## config.mk

```make
export PLATFORM = sky130hd
export DESIGN_NAME = sub_stage_control
export DESIGN_NICKNAME = d
export VERILOG_FILES = /design/src/rtl/sub_stage_control.sv
export SDC_FILE = /design/constraint.sdc
export NUM_CORES = 1
export LEC_CHECK = 0
export CORE_MARGIN = 2
export CORE_UTILIZATION = 42
export DETAILED_ROUTE_END_ITERATION = 10
export PLACE_DENSITY = 0.79
export SLEW_MARGIN = 20
export SYNTH_ARGS = -nofsm -noshare
export SYNTH_HDL_FRONTEND = slang
export SYNTH_SLANG_ARGS = --single-unit
```

## constraint.sdc

```tcl
create_clock -name clk -period 3.2 [get_ports clk]
set_clock_uncertainty 0.1 [all_clocks]
set_input_delay 0.64 -clock clk [delete_from_list [all_inputs] [get_ports clk]]
set_output_delay 0.64 -clock clk [all_outputs]
set_load 0.02 [all_outputs]
```

## src/rtl/sub_stage_control.sv

```systemverilog
// Multicycle RV32 control FSM: sequences fetch, decode, execute, memory and writeback steps.
// Define MULDIV_EN to decode the R-type MUL/DIVU extension (funct7 0000001).
module sub_stage_control (
    input  logic       clk,
    input  logic       reset,
    input  logic [6:0] op,
    input  logic [2:0] funct3,
    input  logic [6:0] funct7,
    input  logic       cmpTrue,
    input  logic       memReady,
    output logic       pcWrite,
    output logic       adrSrc,
    output logic       memWrite,
    output logic       irWrite,
    output logic       regWrite,
    output logic [1:0] resultSrc,
    output logic [1:0] aluSrcA,
    output logic [1:0] aluSrcB,
    output logic [3:0] aluControl,
    output logic       halted
);

    localparam logic [3:0] ALU_ADD  = 4'b0000;
    localparam logic [3:0] ALU_SUB  = 4'b0001;
    localparam logic [3:0] ALU_AND  = 4'b0010;
    localparam logic [3:0] ALU_SRA  = 4'b0011;
    localparam logic [3:0] ALU_OR   = 4'b0100;
    localparam logic [3:0] ALU_XOR  = 4'b0110;
    localparam logic [3:0] ALU_SLL  = 4'b0111;
    localparam logic [3:0] ALU_SRL  = 4'b1000;
    localparam logic [3:0] ALU_EQ   = 4'b1001;
    localparam logic [3:0] ALU_LT   = 4'b1011;
    localparam logic [3:0] ALU_LTU  = 4'b1100;
`ifdef MULDIV_EN
    localparam logic [3:0] ALU_MUL  = 4'b1110;
    localparam logic [3:0] ALU_DIVU = 4'b1111;
    localparam logic [6:0] F7_MULDIV = 7'b0000001;
`endif

    localparam logic [6:0] OP_LOAD   = 7'b0000011;
    localparam logic [6:0] OP_STORE  = 7'b0100011;
    localparam logic [6:0] OP_RTYPE  = 7'b0110011;
    localparam logic [6:0] OP_ITYPE  = 7'b0010011;
    localparam logic [6:0] OP_BRANCH = 7'b1100011;
    localparam logic [6:0] OP_JAL    = 7'b1101111;
    localparam logic [6:0] OP_JALR   = 7'b1100111;
    localparam logic [6:0] OP_LUI    = 7'b0110111;
    localparam logic [6:0] OP_AUIPC  = 7'b0010111;

    localparam logic [6:0] F7_BASE = 7'b0000000;
    localparam logic [6:0] F7_ALT  = 7'b0100000;

    localparam logic [1:0] RES_ALUOUT    = 2'b00;
    localparam logic [1:0] RES_DATA      = 2'b01;
    localparam logic [1:0] RES_ALURESULT = 2'b10;
    localparam logic [1:0] A_PC    = 2'b00;
    localparam logic [1:0] A_OLDPC = 2'b01;
    localparam logic [1:0] A_RS1   = 2'b10;
    localparam logic [1:0] A_ZERO  = 2'b11;
    localparam logic [1:0] B_RS2   = 2'b00;
    localparam logic [1:0] B_IMM   = 2'b01;
    localparam logic [1:0] B_FOUR  = 2'b10;

    typedef enum logic [3:0] {
        FETCH, DECODE, MEMADR, MEMREAD, MEMWB, MEMWRITE, EXECR, EXECI,
        ALUWB, BRANCH, JALR, JMP, LUI, HALT
    } state_t;

    state_t state, nextState;

    function automatic logic rLegal(input logic [2:0] f3, input logic [6:0] f7);
        logic ok;
        case (f7)
            F7_BASE:   ok = 1'b1;
            F7_ALT:    ok = (f3 == 3'b000) || (f3 == 3'b101);
`ifdef MULDIV_EN
            F7_MULDIV: ok = (f3 == 3'b000) || (f3 == 3'b101);
`endif
            default:   ok = 1'b0;
        endcase
        return ok;
    endfunction

    // Shift-immediates carry funct7 in the immediate field, so only they are constrained.
    function automatic logic iLegal(input logic [2:0] f3, input logic [6:0] f7);
        logic ok;
        ok = 1'b1;
        if (f3 == 3'b001)
            ok = (f7 == F7_BASE);
        else if (f3 == 3'b101)
            ok = (f7 == F7_BASE) || (f7 == F7_ALT);
        return ok;
    endfunction

    function automatic logic [3:0] aluOp(input logic [2:0] f3, input logic [6:0] f7,
                                         input logic isR);
        logic [3:0] code;
        logic alt;
        alt = (f7 == F7_ALT);
        case (f3)
            3'b000:  code = (isR && alt) ? ALU_SUB : ALU_ADD;
            3'b001:  code = ALU_SLL;
            3'b010:  code = ALU_LT;
            3'b011:  code = ALU_LTU;
            3'b100:  code = ALU_XOR;
            3'b101:  code = alt ? ALU_SRA : ALU_SRL;
            3'b110:  code = ALU_OR;
            default: code = ALU_AND;
        endcase
`ifdef MULDIV_EN
        if (isR && (f7 == F7_MULDIV))
            code = (f3 == 3'b101) ? ALU_DIVU : ALU_MUL;
`endif
        return code;
    endfunction

    always_ff @(posedge clk or posedge reset) begin
        if (reset)
            state <= FETCH;
        else
            state <= nextState;
    end

    always_comb begin
        nextState  = state;
        pcWrite    = 1'b0;
        adrSrc     = 1'b0;
        memWrite   = 1'b0;
        irWrite    = 1'b0;
        regWrite   = 1'b0;
        resultSrc  = RES_ALUOUT;
        aluSrcA    = A_PC;
        aluSrcB    = B_RS2;
        aluControl = ALU_ADD;
        halted     = 1'b0;
        case (state)
            FETCH: begin
                aluSrcB   = B_FOUR;
                resultSrc = RES_ALURESULT;
                irWrite   = memReady;
                pcWrite   = memReady;
                if (memReady)
                    nextState = DECODE;
            end
            DECODE: begin
                aluSrcA = A_OLDPC;
                aluSrcB = B_IMM;
                case (op)
                    OP_LOAD, OP_STORE: nextState = MEMADR;
                    OP_RTYPE:  nextState = rLegal(funct3, funct7) ? EXECR : HALT;
                    OP_ITYPE:  nextState = iLegal(funct3, funct7) ? EXECI : HALT;
                    OP_BRANCH: nextState = (funct3[2:1] == 2'b01) ? HALT : BRANCH;
                    OP_JAL:    nextState = JMP;
                    OP_JALR:   nextState = JALR;
                    OP_LUI:    nextState = LUI;
                    OP_AUIPC:  nextState = ALUWB;
                    default:   nextState = HALT;
                endcase
            end
            MEMADR: begin
                aluSrcA   = A_RS1;
                aluSrcB   = B_IMM;
                nextState = (op == OP_LOAD) ? MEMREAD : MEMWRITE;
            end
            MEMREAD: begin
                adrSrc = 1'b1;
                if (memReady)
                    nextState = MEMWB;
            end
            MEMWB: begin
                resultSrc = RES_DATA;
                regWrite  = 1'b1;
                nextState = FETCH;
            end
            MEMWRITE: begin
                adrSrc   = 1'b1;
                memWrite = 1'b1;
                if (memReady)
                    nextState = FETCH;
            end
            EXECR, EXECI: begin
                aluSrcA    = A_RS1;
                aluSrcB    = (state == EXECI) ? B_IMM : B_RS2;
                aluControl = aluOp(funct3, funct7, state == EXECR);
                nextState  = ALUWB;
            end
            ALUWB: begin
                regWrite  = 1'b1;
                nextState = FETCH;
            end
            BRANCH: begin
                aluSrcA = A_RS1;
                case (funct3[2:1])
                    2'b00:   aluControl = ALU_EQ;
                    2'b10:   aluControl = ALU_LT;
                    default: aluControl = ALU_LTU;
                endcase
                // funct3[0] selects the negated sense (bne/bge/bgeu).
                pcWrite   = cmpTrue ^ funct3[0];
                nextState = FETCH;
            end
            JALR: begin
                aluSrcA   = A_RS1;
                aluSrcB   = B_IMM;
                nextState = JMP;
            end
            JMP: begin
                aluSrcA   = A_OLDPC;
                aluSrcB   = B_FOUR;
                pcWrite   = 1'b1;
                nextState = ALUWB;
            end
            LUI: begin
                aluSrcA   = A_ZERO;
                aluSrcB   = B_IMM;
                nextState = ALUWB;
            end
            HALT: halted = 1'b1;
            default: nextState = HALT;
        endcase
        // FETCH passes memReady straight through, so enables are forced off while reset is held.
        if (reset) begin
            pcWrite  = 1'b0;
            memWrite = 1'b0;
            irWrite  = 1'b0;
            regWrite = 1'b0;
        end
    end

endmodule

```

==> metrics.yaml <==
place:
  gp_congestion: 0.811
  dp_slack_ps: -624
  hpwlAfterDp_um: 1900
  portBuffers: 36
pwr:
  fin_total_pwr_w: 0.000792
  p_sw_frac: 0.508
  p_int_w: 0.000389
  clock_power_share: 0.081
  sequentialPowerShare: 0.206
  ir_drop_uv: 342
  p_comb_frac: 0.712
  p_leak_nw: 0.500
  p_per_area_mw_per_mm2: 616
  p_switching_w: 0.000403
grt:
  grt_use_total: 0.206
  grt-ovfl-total: 0
  grt_pass1_vias: 977
  grt_start_max_net_pins: 25
  grt_pass1_wl_um: 4110
  grt_antenna_before_repair: 0
sta:
  setup_viol: 0
  fmax_mhz: 319
  slew_headroom: 0.472
  post-route-period-util: 0.980
  final_max_slew_viol_count: 0
  worstMarginPinSlew_ps: 791
  tns_ps: 0
  rsz0062_at_grt: "no"
  final-hold-violation-count: 0
  fin_crit_ps: 3140
  fin_ws_ps: 64.9
worst_setup_path:
  reg2regPathDepth: 5
  r2r_setup_slack_ps: 1180
  cp.required_ps: 2460
  cpMaxStageDelayCell: "or4_4"
  end_kind: "output pin"
  critical_path.startpoint_type: "input pin"
  critPathTopFamily: "simple AND/OR/NAND/NOR gates"
  worst_r2r_endpoint: "state[2]"
  slowest_delay_ps: 530
  cp_cell_sequence: "clkdlybuf4s15_1 > or4_4 > or4b_4 > o21ai_2 > a31oi_1 > mux2i_1 > buf_4"
  critPathMaxFanout: 3
  criticalPathCategory: "in -> out"
  r2r-start: "state[0]"
  worst-path-buf-inv: 2
  crit_arrival_ps: 2400
synthesis:
  synth_nets: 151
  async_flop_share: 1.00
  ys_ff_latch: 4
  synthTopCellsByArea: "dfrtp_1 (12%), a21oi_1 (5.2%), nor3_1 (5.2%), nand2_1 (5.2%), o21ai_0 (4.0%)"
  synth-main-ff-cell: "dfrtp_1"
  ys_warn_count: 0
  ys_types: 46
  synth_edf_count: 0
  syn_inst: 130
  yosysTopAreaCell: "dfrtp_1"
  synth_top_area_frac: 0.115
  yosysSeqAreaShare: 0.115
  avgSynthCellArea_um2: 6.68
  netlist_area_um2: 868
clock_tree:
  htreeDepth: 1
  clk_latency_ps: 240
  cts_sinks: 4
  cts_tree: "built"
  numCtsBuffers: 3
  cts.clk_slew.worst_paths_ps: 40
  clock-root-buffer: "clkbuf_4"
  clk_path_buf_depth: 2
  cts_hold_buf: 0
run:
  drv_cap: 0
floorplan:
  die_w_um: 49.5
  coreArea_mm2: 0.00196
  fp-row-count: 16
  start_util: 0.443
  fp.dieH_um: 49.5
  die_area_mm2: 0.00245
  io-pin-count: 37
detailed_routing:
  drt-pass1-iter-count: 5
  wirelength_um: 2470
  vias: 1132
  via_per_inst: 5.84
  final_antenna_net_count: 0
  wl_per_cell_um: 12.7
  drtIter0Drc: 18
  post-route-drc-count: 0
finish:
  fin_util: 0.656
  antenna_cells: 0
  area_delta_synth_final_pct: 48.1
  drive_gt1_frac: 0.156
  largest_reg_flops: 4
  top_regs: "state (4)"
  regMostFlops: "state"
  nets: 190
status:
  outcome: "finished, final reports clean"
min_path:
  worstHoldPathType: "in -> async"
-- synth_stat cells, types with 2 or more instances --
| master | number |
|---|---|
| xor2_1 | 2 |
| nor4_1 | 4 |
| a31oi_1 | 5 |
| nor3_1 | 9 |
| nor2_1 | 7 |
| o22ai_1 | 2 |
| buf_4 | 2 |
| o32ai_1 | 2 |
| nor2b_1 | 3 |
| inv_1 | 3 |
| xnor2_1 | 2 |
| o21ai_1 | 6 |
| clkbuf_1 | 6 |
| nand2_1 | 12 |
| a21o_1 | 2 |
| or3_1 | 2 |
| nand2_2 | 2 |
| dfrtp_1 | 4 |
| nand3b_1 | 3 |
| a22o_1 | 2 |
| a211oi_1 | 2 |
| nand3_1 | 2 |
| inv_2 | 3 |
| o21ai_0 | 7 |
| mux2i_1 | 2 |
| o211ai_1 | 2 |
| a21oi_1 | 9 |
| nand4_1 | 2 |
| buf_6 | 2 |
| nand2b_1 | 3 |
-- placed cells by master, fill, tap and decap left out, types with 4 or more instances in the layout --
| cell type | count |
|---|---|
| a31oi_1 | 5 |
| clkdlybuf4s15_1 | 4 |
| o21ai_0 | 7 |
| a21oi_1 | 8 |
| o21ai_1 | 5 |
| nor4_1 | 4 |
| nand2_1 | 12 |
| nor2_1 | 7 |
| nor3_1 | 9 |
| clkdlybuf4s50_1 | 28 |
| buf_4 | 9 |
| dfrtp_1 | 4 |
-- cell families after synthesis --
logic type,count (synthesis),share of synthesized area
and+or+nand+nor,59,0.393
xor gates and xnor gates,4,0.0404
muxes,3,0.0360
buffers and inverters,16,0.0951
AOI/OAI and AO/OA,44,0.320
DFF,4,0.115
-- how the worst max path moves through the flow --
| stage | cells after the start | startpoint | end |
|---|---|---|---|
| 4_1_cts | 7 | funct7[2] | aluControl[0] |
| 6_report | 7 | funct7[0] | aluControl[0] |
| 3_5_place_dp | 7 | funct7[1] | aluControl[0] |
| 2_1_floorplan | 5 | funct7[1] | aluControl[0] |
| 3_3_place_gp | 7 | funct7[1] | aluControl[0] |
| 5_1_grt | 7 | funct7[0] | aluControl[0] |
-- final cells by class --
type / count / area [um2]
Multi-Input combinational cell: 110 / 693
Fill cell: 199 / 676
Timing Repair Buffer: 44 / 414
Sequential cell: 4 / 100
Tap cell: 27 / 33.8
Clock buffer: 3 / 22.5
Inverter: 6 / 22.5
-- per-stage QoR --
step	cell area (um2)	std cells	hold slack, ps
2_1_floorplan	868	130	311
3_3_place_gp	1250	190	758
3_5_place_dp	1250	190	740
4_1_cts	1270	194	605
5_1_grt	1290	194	629
6_report	1290	194	601
-- per-layer routing --
| metal | track usage | up-vias | part of all wire |
|---|---|---|---|
| met3 | 0.0273 | 4 | 0.048 |
| met5 | 0 | - | 0 |
| met1 | 0.245 | 515 | 0.44 |
| met2 | 0.385 | 41 | 0.50 |
| li1 | - | 572 | - |
| met4 | 0.0556 | 0 | 0.014 |
-- what timing repair did --
action	in CTS	in global routing
gates resized for setup	14	7
pin swaps	4	4
setup buffers	1	0
setup endpoints to repair	3	4
-- worst reg2reg max path, stage by stage (launching register included) --
cell      delay (ps)
dfrtp_1          690
nand2b_1         280
or3_1            410
a211oi_1         230
nor4_1            70
a21oi_1          150
-- power by group through the flow --
stage | Clock [W] | Sequential (W) | Combinational, W
after floorplan | 0 | 0.0000791 | 0.000455
after global placement | 0 | 0.000163 | 0.000558
after detailed placement | 0 | 0.000162 | 0.000569
after CTS | 0.0000659 | 0.000162 | 0.000564
after global routing | 0.0000703 | 0.000172 | 0.000619
final | 0.0000643 | 0.000164 | 0.000564
No activity file was read; power rests on OpenSTA's default activity.
